--- src/rtl/wide_add_seq_pkg.sv ---
// wide_add_pkg: shared constants, FSM state type and index-width helper
// for the wide_add_seq multi-cycle wide-adder sequencer.
package wide_add_pkg;

  localparam int SLICE_W = 16;

  typedef enum logic [1:0] {
    IDLE = 2'd0,
    RUN  = 2'd1,
    DONE = 2'd2
  } state_t;

  // Word index width; never narrower than one bit.
  function automatic int idx_w(input int nwords);
    return (nwords > 2) ? $clog2(nwords) : 1;
  endfunction

endpackage

--- src/rtl/wide_add_seq_if.sv ---
// wide_add_seq_if: operand/result handshake bundle for wide_add_seq.
// master = upstream/downstream side, slave = the sequencer.
// Optional macro WIDE_ADD_OVF_EN adds the ovf result flag.
interface wide_add_seq_if #(
  parameter int NWORDS = 4
);
  localparam int WIDTH = 16 * NWORDS;

  logic             in_valid;
  logic             in_ready;
  logic [WIDTH-1:0] a;
  logic [WIDTH-1:0] b;
  logic             cin;
  logic             out_valid;
  logic             out_ready;
  logic [WIDTH-1:0] sum;
  logic             cout;
`ifdef WIDE_ADD_OVF_EN
  logic             ovf;
`endif

  modport master (
    output in_valid, a, b, cin, out_ready,
`ifdef WIDE_ADD_OVF_EN
    input  ovf,
`endif
    input  in_ready, out_valid, sum, cout
  );

  modport slave (
    input  in_valid, a, b, cin, out_ready,
`ifdef WIDE_ADD_OVF_EN
    output ovf,
`endif
    output in_ready, out_valid, sum, cout
  );

endinterface

--- src/rtl/wide_add_seq_word_sel.sv ---
// word_sel: selects one 16-bit word out of a wide vector by word index.
module word_sel
  import wide_add_pkg::*;
#(
  parameter int NWORDS = 4,
  parameter int IW     = 2
) (
  input  logic [SLICE_W*NWORDS-1:0] data,
  input  logic [IW-1:0]             idx,
  output logic [SLICE_W-1:0]        word
);

  // Priority-free one-hot style mux over the words.
  always_comb begin
    word = '0;
    for (int i = 0; i < NWORDS; i++) begin
      if (idx == IW'(i)) word = data[i*SLICE_W +: SLICE_W];
    end
  end

endmodule

--- src/rtl/wide_add_seq.sv ---
// wide_add_seq: feeds a wide operand pair through an external 16-bit
// adder slice one word per cycle (LSW first), chaining the carry in a
// register and assembling the wide sum. Result handed off valid/ready.
// Optional macro WIDE_ADD_OVF_EN adds a two's-complement overflow flag.
module wide_add_seq
  import wide_add_pkg::*;
#(
  parameter int NWORDS = 4
) (
  input  logic                 clk,
  input  logic                 rst,
  wide_add_seq_if.slave        bus,
  output logic [SLICE_W-1:0]   add_a,
  output logic [SLICE_W-1:0]   add_b,
  output logic                 add_cin,
  input  logic [SLICE_W-1:0]   add_sum,
  input  logic                 add_cout
);

  localparam int WIDTH = SLICE_W * NWORDS;
  localparam int IW    = idx_w(NWORDS);

  state_t             state_q;
  state_t             state_d;
  logic [IW-1:0]      idx_q;
  logic               carry_q;
  logic [WIDTH-1:0]   a_q;
  logic [WIDTH-1:0]   b_q;
  logic [WIDTH-1:0]   sum_q;
  logic               cout_q;
  logic [SLICE_W-1:0] sel_a;
  logic [SLICE_W-1:0] sel_b;
  logic               last_word;
  logic               accept;
`ifdef WIDE_ADD_OVF_EN
  logic               ovf_q;
`endif

  assign last_word = (idx_q == IW'(NWORDS - 1));
  assign accept    = (state_q == IDLE) && bus.in_valid;

  word_sel #(.NWORDS(NWORDS), .IW(IW)) u_sel_a (
    .data (a_q),
    .idx  (idx_q),
    .word (sel_a)
  );

  word_sel #(.NWORDS(NWORDS), .IW(IW)) u_sel_b (
    .data (b_q),
    .idx  (idx_q),
    .word (sel_b)
  );

  // Slice drive: active only while words are being walked, quiet otherwise.
  always_comb begin
    add_a   = '0;
    add_b   = '0;
    add_cin = 1'b0;
    if (state_q == RUN) begin
      add_a   = sel_a;
      add_b   = sel_b;
      add_cin = carry_q;
    end
  end

  // Next-state logic: DONE never overlaps with accepting a new pair.
  always_comb begin
    state_d = state_q;
    case (state_q)
      IDLE:    if (bus.in_valid) state_d = RUN;
      RUN:     if (last_word)    state_d = DONE;
      DONE:    if (bus.out_ready) state_d = IDLE;
      default: state_d = IDLE;
    endcase
  end

  // State register.
  always_ff @(posedge clk or posedge rst) begin
    if (rst) state_q <= IDLE;
    else     state_q <= state_d;
  end

  // Operand capture, per-word sum collection and carry chaining.
  always_ff @(posedge clk or posedge rst) begin
    if (rst) begin
      idx_q   <= '0;
      carry_q <= 1'b0;
      a_q     <= '0;
      b_q     <= '0;
      sum_q   <= '0;
      cout_q  <= 1'b0;
`ifdef WIDE_ADD_OVF_EN
      ovf_q   <= 1'b0;
`endif
    end else if (accept) begin
      a_q     <= bus.a;
      b_q     <= bus.b;
      carry_q <= bus.cin;
      idx_q   <= '0;
`ifdef WIDE_ADD_OVF_EN
      ovf_q   <= 1'b0;
`endif
    end else if (state_q == RUN) begin
      for (int i = 0; i < NWORDS; i++) begin
        if (idx_q == IW'(i)) sum_q[i*SLICE_W +: SLICE_W] <= add_sum;
      end
      carry_q <= add_cout;
      if (last_word) begin
        cout_q <= add_cout;
        idx_q  <= '0;
`ifdef WIDE_ADD_OVF_EN
        ovf_q  <= (a_q[WIDTH-1] == b_q[WIDTH-1]) &&
                  (add_sum[SLICE_W-1] != a_q[WIDTH-1]);
`endif
      end else begin
        idx_q  <= idx_q + IW'(1);
      end
    end
  end

  assign bus.in_ready  = (state_q == IDLE);
  assign bus.out_valid = (state_q == DONE);
  assign bus.sum       = sum_q;
  assign bus.cout      = cout_q;
`ifdef WIDE_ADD_OVF_EN
  assign bus.ovf       = ovf_q;
`endif

endmodule
--- src/flat_wrapper.sv ---
// flat-port wrapper written by rule: the top's interface ports become plain ports
module wide_add_seq_flat import wide_add_pkg::*;
#(
  parameter int NWORDS = 4
)
  (clk, rst, add_a, add_b, add_cin, add_sum, add_cout, bus_in_valid, bus_a, bus_b, bus_cin, bus_out_ready, bus_in_ready, bus_out_valid, bus_sum, bus_cout);
  wide_add_seq_if #(.NWORDS(NWORDS)) bus_i ();
  input  logic clk;
  input  logic rst;
  output logic [SLICE_W-1:0] add_a;
  output logic [SLICE_W-1:0] add_b;
  output logic add_cin;
  input  logic [SLICE_W-1:0] add_sum;
  input  logic add_cout;
  input wire logic [$bits(bus_i.in_valid)-1:0] bus_in_valid;
  input wire logic [$bits(bus_i.a)-1:0] bus_a;
  input wire logic [$bits(bus_i.b)-1:0] bus_b;
  input wire logic [$bits(bus_i.cin)-1:0] bus_cin;
  input wire logic [$bits(bus_i.out_ready)-1:0] bus_out_ready;
  output wire logic [$bits(bus_i.in_ready)-1:0] bus_in_ready;
  output wire logic [$bits(bus_i.out_valid)-1:0] bus_out_valid;
  output wire logic [$bits(bus_i.sum)-1:0] bus_sum;
  output wire logic [$bits(bus_i.cout)-1:0] bus_cout;
  assign bus_i.in_valid = bus_in_valid;
  assign bus_i.a = bus_a;
  assign bus_i.b = bus_b;
  assign bus_i.cin = bus_cin;
  assign bus_i.out_ready = bus_out_ready;
  assign bus_in_ready = bus_i.in_ready;
  assign bus_out_valid = bus_i.out_valid;
  assign bus_sum = bus_i.sum;
  assign bus_cout = bus_i.cout;
  wide_add_seq #(.NWORDS(NWORDS)) u_core (.clk(clk), .rst(rst), .bus(bus_i), .add_a(add_a), .add_b(add_b), .add_cin(add_cin), .add_sum(add_sum), .add_cout(add_cout));
endmodule
--- config.mk ---
export PLATFORM = sky130hd
export DESIGN_NAME = wide_add_seq_flat
export DESIGN_NICKNAME = d
export VERILOG_FILES = /design/src/rtl/wide_add_seq_pkg.sv /design/src/rtl/wide_add_seq_if.sv /design/src/rtl/wide_add_seq_word_sel.sv /design/src/rtl/wide_add_seq.sv /design/src/flat_wrapper.sv
export SDC_FILE = /design/constraint.sdc
export NUM_CORES = 1
export LEC_CHECK = 0
export BUFFER_PORTS_ARGS = -buffer_cell sky130_fd_sc_hd__clkbuf_2
export CORE_UTILIZATION = 50
export DETAILED_ROUTE_END_ITERATION = 10
export GPL_TIMING_DRIVEN = 0
export PLACE_DENSITY = 0.85
export SLEW_MARGIN = 20
export SYNTH_ARGS = -nofsm -noshare
export SYNTH_HDL_FRONTEND = slang
export SYNTH_SLANG_ARGS = --single-unit
--- constraint.sdc ---
create_clock -name clk -period 7.85 [get_ports clk]
set_input_delay 1.1775 -clock clk [delete_from_list [all_inputs] [get_ports clk]]
set_output_delay 1.1775 -clock clk [all_outputs]
set_load 0.02 [all_outputs]
Word level (Yosys, flattened, before mapping)
Cells that the tools add are included.

Equal/unequal tests: 8. Add/subtract/negate cells: 1. Bitwise operators: 1. Reduce and logical (&&, ||, !) cells: 9. Multiplexer cells: 20.

Operator list (count): 2-to-1 mux 16 bit (10); AND reduction 3 bit (5); 2-to-1 mux 2 bit (6); equality test 2 bit, second input constant (3); case mux 2 bit (3 select lines) (1); equality test 2 x 1 -> 1 bit, second input constant (2); logical NOT 2 bit (2); inequality test 2 bit, second input constant (2); 2-to-1 mux 1 bit (3); adder 2 x 1 -> 2 bit, second input constant (1); inequality test 2 x 1 -> 1 bit, second input constant (1); nonzero test 2 bit (1); logical AND 1 bit (1); NOT 1 bit (1).

Input bits: 150. Register bits after elaboration: 198. Output and inout bits: 100.

Logic depth before layout (Yosys ltp)
Gate-level depths: netlist (run 1).

Depth after elaboration: 6. Mapped depth: 8. Gate-level depth less buffers: 5.

Modules after synthesis
From an unflattened synthesis (run 1), not the netlist that was laid out.

Cells, all modules: 513. Area total of the unflattened synthesis: 8600.7 µm².

Modules (own cells, without submodules): wide_add_seq (seq. area each 4954.8 µm², area each 7752.4 µm², times used 1, cells each 473); word_sel (seq. area each 0.0 µm², area each 424.2 µm², times used 2, cells each 20).

Worst setup path after synthesis (run 1)
Ideal clock, no wire load.

Path kind: register -> output. Start point: reg u_core.idx_q[0]. End point: out add_a[10]. Arrival time: 1764 ps. Slack: 4909 ps. Path buffers: 3. Required time: 6673 ps. Cell stages (with the launch flop): 9. Path through: dfrtp_1 > inv_1 > ha_1 > buf_2 > nor2b_1 > buf_2 > buf_6 > a221o_1 > a32o_1.

Cells in the longest elaborated chain, start to end: 6.

Ends and longest elaborated chain: start: declaration (line wide_add_seq.sv:25) `logic [IW-1:0] idx_q;`; start signal: assignment (line wide_add_seq.sv:116) `idx_q <= idx_q + IW'(1);`; logical NOT 2 bit (line wide_add_seq_word_sel.sv:17) `if (idx == IW'(i)) word = data[i*SLICE_W +: SLICE_W];`; 2-to-1 mux 16 bit (3 in series) (line wide_add_seq_word_sel.sv:17); 2-to-1 mux 16 bit (*) (line wide_add_seq_word_sel.sv:17); 2-to-1 mux 16 bit (*) (line wide_add_seq.sv:59) `if (state_q == RUN) begin`; end: declaration (line flat_wrapper.sv:10) `output logic [SLICE_W-1:0] add_a;`.

Mark *: on every way between the ends. The rest lies on a longest branch, timed or not.

Final worst setup path (run 1)
Start point: reg u_core.idx_q[0]. End point: out add_b[2].

Cells in the longest elaborated chain, start to end: 6.

Ends and longest elaborated chain: logical NOT 2 bit (line wide_add_seq_word_sel.sv:17); 2-to-1 mux 16 bit (3 in series) (line wide_add_seq_word_sel.sv:17); 2-to-1 mux 16 bit (*) (line wide_add_seq_word_sel.sv:17); 2-to-1 mux 16 bit (*) (line wide_add_seq.sv:59); end: declaration (line flat_wrapper.sv:11) `output logic [SLICE_W-1:0] add_b;`.

Marked as above.

==> flow_summary.yaml, run 1 <==
pwr:
  power_density_nw_per_um2: 471
  power_frac_comb: 0.467
  p_sw_w: 0.00192
  p_int_w: 0.00313
  switching_share: 0.380
  vdd_drop_max_uv: 237
  finalPower_w: 0.00505
  p_seq_frac: 0.362
  total_leakage_power_nw: 4.99
  clkPwrFrac: 0.171
drt:
  drtAntennaViolNets: 0
  m1WireLength_mm: 8.65
  post-route-drc-count: 0
  dr.max_layer_used: "met4"
  wl_met2_mm: 10.3
  drt-pass1-iter-count: 4
  wl_met3_mm: 1.41
  vias_per_cell: 5.38
  dr.first_iter.drc_count: 318
  drt_wl_total_mm: 21.0
  wire_per_inst_um: 19.2
  vias: 5894
floorplan:
  placementRows: 47
  die_h_um: 133
  die_x_um: 133
  ios: 250
  core-area_um2: 16600
  initial_core_util: 0.513
  die_area_um2: 17600
timing:
  fin_hold_ws_ns: 0.499
  max_slew.worst_pin.slew_ns: 0.646
  fmax_mhz: 257
  setup_violations: 0
  fin_skew_ns: 0.0102
  slew_violations: 0
  rsz0062_at_grt: "false"
  layout_min_cycle_time_ns: 3.90
  setup_slack_ns: 3.95
  slew_headroom: 0.570
  finalCritPeriodShare: 0.496
  hold_violations: 0
grt:
  grt-ovfl-total: 0
  grt_pass1_wl_mm: 33.5
  grt_pass1_vias: 6289
  grt_max_degree: 86
  antenna_found_initial: 0
  track_usage: 0.252
finish:
  antenna_cells: 0
  area_growth_syn_to_layout_pct: 25.4
  layout.nets: 1016
  drive_gt1_frac: 0.586
  finalNonFillerCells: 1095
  fin_area_um2: 10700
  nFillCells: 1234
clocking:
  htreeDepth: 4
  cts_sinks: 198
  cts_setup_buffers: 0
  cts_resized: 0
  clock_path_buffers: 2
  cts_root_buf: "clkbuf_16"
  insertion_delay_ns: 0.42
  clk_pin_slew_ns: 0.07
  cts_tree: "built"
  cts_buffers: 17
  holdBufCountCts: 0
placed_design:
  dp_cells: 1063
  numPortBuffers: 249
  post-place-ws_ns: 4.32
  dp.final_hpwl_mm: 15.7
  postPlaceCellArea_um2: 10100
  place.gp.congestion: 0.824
job:
  cap_violations: 0
run_status:
  status: "complete, no violations"
worst_setup_path:
  path_max_fanout: 10
  cp-end-kind: "primary output"
  start_kind: "register"
  startpoint: "u_core.idx_q[0]$_DFFE_PP0P_"
  critPathKind: "reg2out"
  arrival_ns: 2.72
  r2r_start: "u_core.idx_q[0]$_DFFE_PP0P_"
  cp.required_ns: 6.67
  rrSetupSlack_ns: 5.73
yosys:
  synth_cells: 592
  synth.avg_cell_area_um2: 14.4
  synth_top_area_share: 0.580
  yosysSeqAreaShare: 0.580
  yosysUniqueCellTypes: 26
  syn-num-nets: 746
  ys_ff_latch: 198
  synth_top_area_cell: "dfrtp_1"
  synthTopCellsByArea: "dfrtp_1 58%, mux2_2 23%, a32o_1 3.7%, mux2_4 3.0%, nand2b_1 2.3%"
  synth_warnings: 0
  synth_area_um2: 8540
hold_path:
  hp-class: "reg2reg"
  min_from: "u_core.b_q[42]$_DFFE_PP0P_"
## sequential cells by signal (all words and copies together) (netlist names)
name,cells
u_core.a_q,64
u_core.carry_q,1
u_core.bus.cout,1
u_core.idx_q,2
u_core.b_q,64
u_core.state_q,2
u_core.bus.sum,64
## cells in the mapped netlist
| cell | instances |
|---|---|
| or2_1 | 1 |
| and2_1 | 2 |
| nand2_1 | 16 |
| ha_1 | 4 |
| nor3b_1 | 1 |
| nand2b_1 | 32 |
| mux2_4 | 17 |
| a32o_1 | 32 |
| clkbuf_1 | 9 |
| a22oi_1 | 1 |
| a221o_1 | 16 |
| o21ai_0 | 18 |
| a21oi_1 | 16 |
| buf_1 | 3 |
| a31oi_1 | 1 |
| inv_1 | 5 |
| buf_6 | 3 |
| nor2b_1 | 4 |
| a21o_1 | 1 |
| buf_4 | 11 |
| a22o_1 | 1 |
| nand2_2 | 3 |
| nor2_1 | 2 |
| mux2_2 | 177 |
| buf_2 | 18 |
| dfrtp_1 | 198 |
## logic make-up after synthesis
family                     share of synthesized area
adders and majority gates                    0.00586
muxes                                          0.263
buffers and inverters                         0.0316
DFF                                            0.580
AOI/OAI and AO/OA                             0.0797
and+or+nand+nor                               0.0395
## cell type report
cell class	count	area (µm²)	share of cell area
plain buffers	44	251	0.0235
flip-flops and latches	198	4950	0.462
repair buffers	251	1300	0.121
multi-input cells	345	3320	0.310
well taps	220	275	0.0257
clock inverters	13	136	0.0127
inverters	5	26.3	0.00245
clock buffers	19	453	0.0423
## metrics by stage
step	setup TNS (ns)	utilization
floorplan	0	-
global placement	-154.27	0.605
detailed placement	0	0.608
CTS	0	0.644
global route	0	0.644
finish	0	0.644
## layout by cell type, fill, tap and decap left out, types with 16 or more instances in the layout
master | netlist | final
a21oi_1 | 16 | 16
a221o_1 | 16 | 16
a32o_1 | 32 | 32
buf_2 | 18 | 18
clkbuf_16 | 0 | 17
clkbuf_2 | 0 | 249
dfrtp_1 | 198 | 198
mux2_2 | 177 | 177
mux2_4 | 17 | 17
nand2_1 | 16 | 16
nand2b_1 | 32 | 32
o21ai_0 | 18 | 18
## power by group through the flow
| stage | Sequential (W) | Combinational (W) | Clock, W |
|---|---|---|---|
| finish | 0.00183 | 0.00236 | 0.000865 |
| global placement | 0.00181 | 0.00231 | 0 |
| CTS | 0.00182 | 0.00238 | 0.000884 |
| floorplan | 0.00198 | 0.00149 | 0 |
| global route | 0.00189 | 0.00254 | 0.000922 |
| detailed placement | 0.00184 | 0.00237 | 0 |
## worst max-delay path, stage by stage (launching register included)
cell	delay [ns]
dfrtp_1	0.42
inv_1	0.10
ha_1	0.19
clkbuf_1	0.46
clkbuf_1	0.56
nand2b_1	0.12
a32o_1	0.30
clkbuf_2	0.16
## per-layer routing
layer | global-route usage | vias up
met5 | 0 | -
met4 | 0.109 | 0
met3 | 0.0605 | 44
met2 | 0.413 | 234
met1 | 0.318 | 2919
li1 | - | 2697
## final timing paths
path                                                  endpoint  depth (start not counted)
worst min-delay path                u_core.b_q[42]$_DFFE_PP0P_                          1
min in group asynchronous       u_core.bus.sum[59]$_DFFE_PP0P_                          2
max in group asynchronous           u_core.a_q[20]$_DFFE_PP0P_                          3
worst min register to register      u_core.b_q[42]$_DFFE_PP0P_                          1
worst max-delay path                                  add_b[2]                          7
worst max register to register  u_core.bus.sum[40]$_DFFE_PP0P_                          6
No activity file was read; power rests on OpenSTA's default activity.
==> run 2, diff against run 1 <==
--- a/config.mk
+++ b/config.mk
@@ -5,11 +5,12 @@
 export SDC_FILE = /design/constraint.sdc
 export NUM_CORES = 1
 export LEC_CHECK = 0
+export ABC_AREA = 1
 export BUFFER_PORTS_ARGS = -buffer_cell sky130_fd_sc_hd__clkbuf_2
 export CORE_UTILIZATION = 50
 export DETAILED_ROUTE_END_ITERATION = 10
 export GPL_TIMING_DRIVEN = 0
-export PLACE_DENSITY = 0.85
+export PLACE_DENSITY = 0.84
 export SLEW_MARGIN = 20
 export SYNTH_ARGS = -nofsm -noshare
 export SYNTH_HDL_FRONTEND = slang
==> constraint.sdc (replaced) <==
create_clock -name clk -period 4 [get_ports clk]
set_input_delay 0.6 -clock clk [delete_from_list [all_inputs] [get_ports clk]]
set_output_delay 0.6 -clock clk [all_outputs]
set_load 0.02 [all_outputs]
==> flow_summary.yaml, run 2 <==
run_status:
  status: "complete, no violations"
grt:
  grt_max_degree: 36
  grt-ovfl-total: 0
  antenna_found_initial: 0
  grt_pass1_vias: 7878
  grt_pass1_wl_mm: 40.7
  track_usage: 0.294
finish:
  layout_common_cells: "462 x nand2_1, 249 x clkbuf_2, 198 x dfrtp_1, 163 x nand3_1, 66 x nor2_1"
  drive_gt1_frac: 0.231
  antenna_cells: 0
  area_growth_syn_to_layout_pct: 25.4
  layout_commonest_cell: "nand2_1"
  layout.nets: 1526
  fin_area_um2: 11000
timing:
  setup_violations: 0
  hold_violations: 0
  fmax_mhz: 323
  layout_min_cycle_time_ns: 3.09
  finalCritPeriodShare: 0.773
  fin_setup_tns_ns: 0
  setup_slack_ns: 0.908
  fin_skew_ns: 0.00890
  slew_violations: 0
  slew_headroom: 0.558
  rsz0062_at_grt: "false"
  max_slew.worst_pin.slew_ns: 0.663
clocking:
  holdBufCountCts: 0
  cts_buffers: 17
  cts_tree: "built"
  cts_resized: 0
  cts_root_buf: "clkbuf_16"
  cts_setup_buffers: 0
  clock_path_buffers: 2
  htreeDepth: 4
  clk_pin_slew_ns: 0.07
  insertion_delay_ns: 0.43
  cts_sinks: 198
drt:
  dr.first_iter.drc_count: 846
  post-route-drc-count: 0
  wire_per_inst_um: 16.2
  vias: 8568
  vias_per_cell: 5.32
  drt-pass1-iter-count: 7
  drt_wl_total_mm: 26.1
  drtAntennaViolNets: 0
worst_setup_path:
  arrival_ns: 2.49
  critPathKind: "reg2out"
  cp.required_ns: 3.40
  worstRegToRegCells: 7
  cp-end-kind: "primary output"
  start_kind: "register"
  path_max_fanout: 10
yosys:
  synthTopCellsByCount: "462 x nand2_1, 198 x dfrtp_1, 163 x nand3_1, 66 x nor2_1, 45 x clkbuf_1"
  synth_top_area_cell: "dfrtp_1"
  synth_area_um2: 8750
  synth_top_area_share: 0.566
  synth_edf_count: 0
  synth_cells: 1098
  synth_flop_cell: "dfrtp_1"
  synth_warnings: 0
  async_flop_share: 1.00
  ys_ff_latch: 198
  synth_most_common_cell: "nand2_1"
  syn-num-nets: 1252
  synth.avg_cell_area_um2: 7.97
  yosysUniqueCellTypes: 17
  yosysSeqAreaShare: 0.566
  synthTopCellsByArea: "dfrtp_1 57%, nand2_1 20%, nand3_1 9.3%, nor2_1 2.8%, o21ai_1 2.4%"
pwr:
  finalPower_w: 0.00984
  vdd_drop_max_uv: 414
  power_density_nw_per_um2: 896
  total_leakage_power_nw: 6.20
floorplan:
  die_h_um: 134
  core-area_um2: 17200
  initial_core_util: 0.509
  ios: 250
  die_x_um: 134
  die_area_um2: 18000
  placementRows: 48
placed_design:
  post-place-ws_ns: 1.37
  postPlaceCellArea_um2: 10400
  dp.final_hpwl_mm: 19.3
  numPortBuffers: 249
  place.gp.congestion: 0.878
hold_path:
  hp-class: "in2async"
job:
  cap_violations: 0
-- run 2: worst paths after layout --
check                                                  to  slack [ns]                         from
min in group clk            u_core.state_q[1]$_DFFE_PP0P_        0.35                bus_out_ready
min reg2reg                    u_core.a_q[52]$_DFFE_PP0P_        0.47   u_core.a_q[52]$_DFFE_PP0P_
max in group asynchronous      u_core.b_q[58]$_DFFE_PP0P_        2.78                          rst
max reg2reg                u_core.bus.sum[19]$_DFFE_PP0P_        2.13  u_core.idx_q[1]$_DFFE_PP0P_
max                                              add_b[7]        0.91  u_core.idx_q[0]$_DFFE_PP0P_
min                            u_core.a_q[41]$_DFFE_PP0P_        0.22                          rst
-- run 2: through the flow --
stage / util / hold WS [ns] / cells
finish: 0.639 / 0.223 / 1610
global route: 0.639 / 0.271 / 1610
CTS: 0.639 / 0.232 / 1610
detailed placement: 0.606 / 0.459 / 1578
global placement: 0.599 / 0.453 / 1572
floorplan: - / 0.442 / 1098
-- run 2: cell families (layout without fill, tap and decap cells) --
logic type | count (synthesis) | count (layout) | share of synthesized area
buffers and inverters | 103 | 390 | 0.0486
DFF | 198 | 198 | 0.566
AOI/OAI and AO/OA | 99 | 99 | 0.0569
adders and majority gates | 4 | 4 | 0.00572
and+or+nand+nor | 694 | 694 | 0.322
-- run 2: critical path, stage by stage (launching register included) --
cell and delay, ns:
dfrtp_1 0.42, inv_1 0.09, ha_1 0.19, clkbuf_1 0.17, inv_1 0.20, clkbuf_1 0.44, nor2_1 0.10, nor2_1 0.15
nand2_1 0.07, nand2_1 0.07, clkbuf_2 0.17
-- run 2: power by group --
part | internal [W] | switching (W)
Combinational | 0.00142 | 0.00318
Clock | 0.000942 | 0.000765
Sequential | 0.00298 | 0.000556
-- run 2: cell type report --
class                           count  area (µm²)
Buffer                             78         332
Clock buffer                       21         450
Clock inverter                     11         124
Fill cell                        1512        6200
Inverter                           25        97.6
Multi-Input combinational cell    797        3370
Sequential cell                   198        4950
Tap cell                          225         282
Timing Repair Buffer              255        1370
-- run 2: layer usage --
layer | wire length (µm) | global-route usage
met5 | 0 | 0
met4 | 1020 | 0.130
met3 | 2050 | 0.0480
met2 | 12300 | 0.460
met1 | 10800 | 0.404
==> run 3, diff against run 2 <==
--- a/config.mk
+++ b/config.mk
@@ -5,12 +5,12 @@
 export SDC_FILE = /design/constraint.sdc
 export NUM_CORES = 1
 export LEC_CHECK = 0
-export ABC_AREA = 1
+export ABC_AREA = 0
 export BUFFER_PORTS_ARGS = -buffer_cell sky130_fd_sc_hd__clkbuf_2
 export CORE_UTILIZATION = 50
 export DETAILED_ROUTE_END_ITERATION = 10
 export GPL_TIMING_DRIVEN = 0
-export PLACE_DENSITY = 0.84
+export PLACE_DENSITY = 0.85
 export SLEW_MARGIN = 20
 export SYNTH_ARGS = -nofsm -noshare
 export SYNTH_HDL_FRONTEND = slang
==> constraint.sdc (replaced) <==
create_clock -name clk -period 2.9 [get_ports clk]
set_input_delay 0.435 -clock clk [delete_from_list [all_inputs] [get_ports clk]]
set_output_delay 0.435 -clock clk [all_outputs]
set_load 0.02 [all_outputs]
==> flow_summary.yaml, run 3 (synthesis results as in run 1) <==
run_status:
  status: "complete, no violations"
timing:
  slew_violations: 0
  fin_setup_tns_ns: 0
  fin_skew_ns: 0.00997
  max_slew.worst_pin.slew_ns: 0.571
  fmax_mhz: 357
  hold_violations: 0
  layout_min_cycle_time_ns: 2.80
  rsz0062_at_grt: "false"
  finalCritPeriodShare: 0.966
  slew_headroom: 0.619
  setup_violations: 0
placed_design:
  postPlaceCellArea_um2: 10200
  place.gp.congestion: 0.838
  numPortBuffers: 249
  dp.final_hpwl_mm: 15.9
pwr:
  power_density_nw_per_um2: 1270
  vdd_drop_max_uv: 622
  total_leakage_power_nw: 5.10
worst_setup_path:
  worstRegToRegCells: 6
  cp.required_ns: 2.47
  start_kind: "register"
  cp-end-kind: "primary output"
  path_max_fanout: 10
  critPathKind: "reg2out"
  arrival_ns: 2.37
finish:
  fin_area_um2: 10900
  layout.nets: 1024
  antenna_cells: 0
  drive_gt1_frac: 0.604
  layout_common_cells: "253 x clkbuf_2, 198 x dfrtp_1, 177 x mux2_2, 32 x nand2b_1, 32 x a32o_1"
  nFillCells: 1269
  layout_commonest_cell: "clkbuf_2"
  area_growth_syn_to_layout_pct: 27.3
drt:
  drtAntennaViolNets: 0
  vias_per_cell: 5.45
  dr.first_iter.drc_count: 217
  drt-pass1-iter-count: 5
  drt_wl_total_mm: 21.2
  post-route-drc-count: 0
  vias: 6011
  wire_per_inst_um: 19.2
grt:
  antenna_found_initial: 0
  grt_pass1_wl_mm: 34.2
  grt_max_degree: 34
  track_usage: 0.256
  grt_pass1_vias: 6369
  grt-ovfl-total: 0
clocking:
  cts_sinks: 198
  insertion_delay_ns: 0.43
  clk_pin_slew_ns: 0.07
  htreeDepth: 4
  clock_path_buffers: 2
  cts_buffers: 17
  cts_tree: "built"
  cts_root_buf: "clkbuf_16"
hold_path:
  hp-class: "in2async"
floorplan:
  die_x_um: 133
  core-area_um2: 16600
  die_area_um2: 17600
  die_h_um: 133
  placementRows: 47
  initial_core_util: 0.513
  ios: 250
job:
  cap_violations: 0
[run 3: cell count changes in the layout (fill, tap and decap cells not counted), sizes merged, moves of 18 or more]
cell,change
inv,-18
nand2b,+32
o21ai,-48
nor2,-65
nand3,-163
clkbuf,-38
a32o,+32
mux2,+194
nand2,-444
[run 3: layout make-up]
type,instances,area (µm²),area share
buffer,43,267,0.0245
clock buffer,19,453,0.0417
clock inverter,13,145,0.0133
inverter,5,22.5,0.00207
multi-input combinational,345,3320,0.306
sequential,198,4950,0.456
tap,220,275,0.0253
timing repair buffer,260,1430,0.132
[run 3: timing repair]
action | 4_1_cts | 5_1_grt
hold buffers | 0 | 0
setup buffers | 3 | 1
gates resized for setup | 8 | 14
setup endpoints to repair | 30 | 27
[run 3: layer usage]
| metal | vias to the layer above | track usage | part of all wire |
|---|---|---|---|
| met5 | - | 0 | 0 |
| met4 | 0 | 0.112 | 0.034 |
| met3 | 45 | 0.0582 | 0.056 |
| met2 | 239 | 0.418 | 0.48 |
| met1 | 3021 | 0.328 | 0.43 |
| li1 | 2706 | - | - |
[run 3: power breakdown]
group	switching (W)	internal, W	total, W
combinational	0.00337	0.00309	0.00647
sequential	0.000752	0.00419	0.00495
clock	0.00106	0.00133	0.00240
[run 3: path summary, 6_finish.rpt]
kind / start / endpoint / slack (ns)
max in group asynchronous: rst / u_core.b_q[54]$_DFFE_PP0P_ / 1.99
setup / recovery: u_core.idx_q[0]$_DFFE_PP0P_ / add_a[3] / 0.1
min in group clk: bus_b[7] / u_core.b_q[7]$_DFFE_PP0P_ / 0.23
hold / removal: rst / u_core.bus.sum[13]$_DFFE_PP0P_ / 0.005
setup reg to reg: u_core.idx_q[1]$_DFFE_PP0P_ / u_core.bus.sum[39]$_DFFE_PP0P_ / 0.93
hold reg to reg: u_core.b_q[37]$_DFFE_PP0P_ / u_core.b_q[37]$_DFFE_PP0P_ / 0.50
[run 3: critical path, cell delays in order, from the launching register on]
cell and delay [ns]:
dfrtp_1 0.39, inv_1 0.08, ha_1 0.19, buf_4 0.17, nor2b_2 0.22, buf_6 0.16
a221o_1 0.33, a32o_1 0.25, buf_2 0.16
[run 3: stage by stage]
| stage | util | cells | hold slack (ns) | power (W) | setup WS, ns |
|---|---|---|---|---|---|
| finish | 0.653 | 1103 | 0.00501 | 0.0138 | 0.0989 |
| global route | 0.653 | 1103 | 0.0185 | 0.0146 | 0.00316 |
| CTS | 0.652 | 1103 | 0.00451 | 0.0139 | 0.0104 |
| detailed placement | 0.614 | 1068 | 0.462 | 0.0114 | 0.174 |
| global placement | 0.605 | 1061 | 0.481 | 0.0112 | -1.28 |
| floorplan | - | 592 | 0.471 | 0.00939 | -0.0954 |
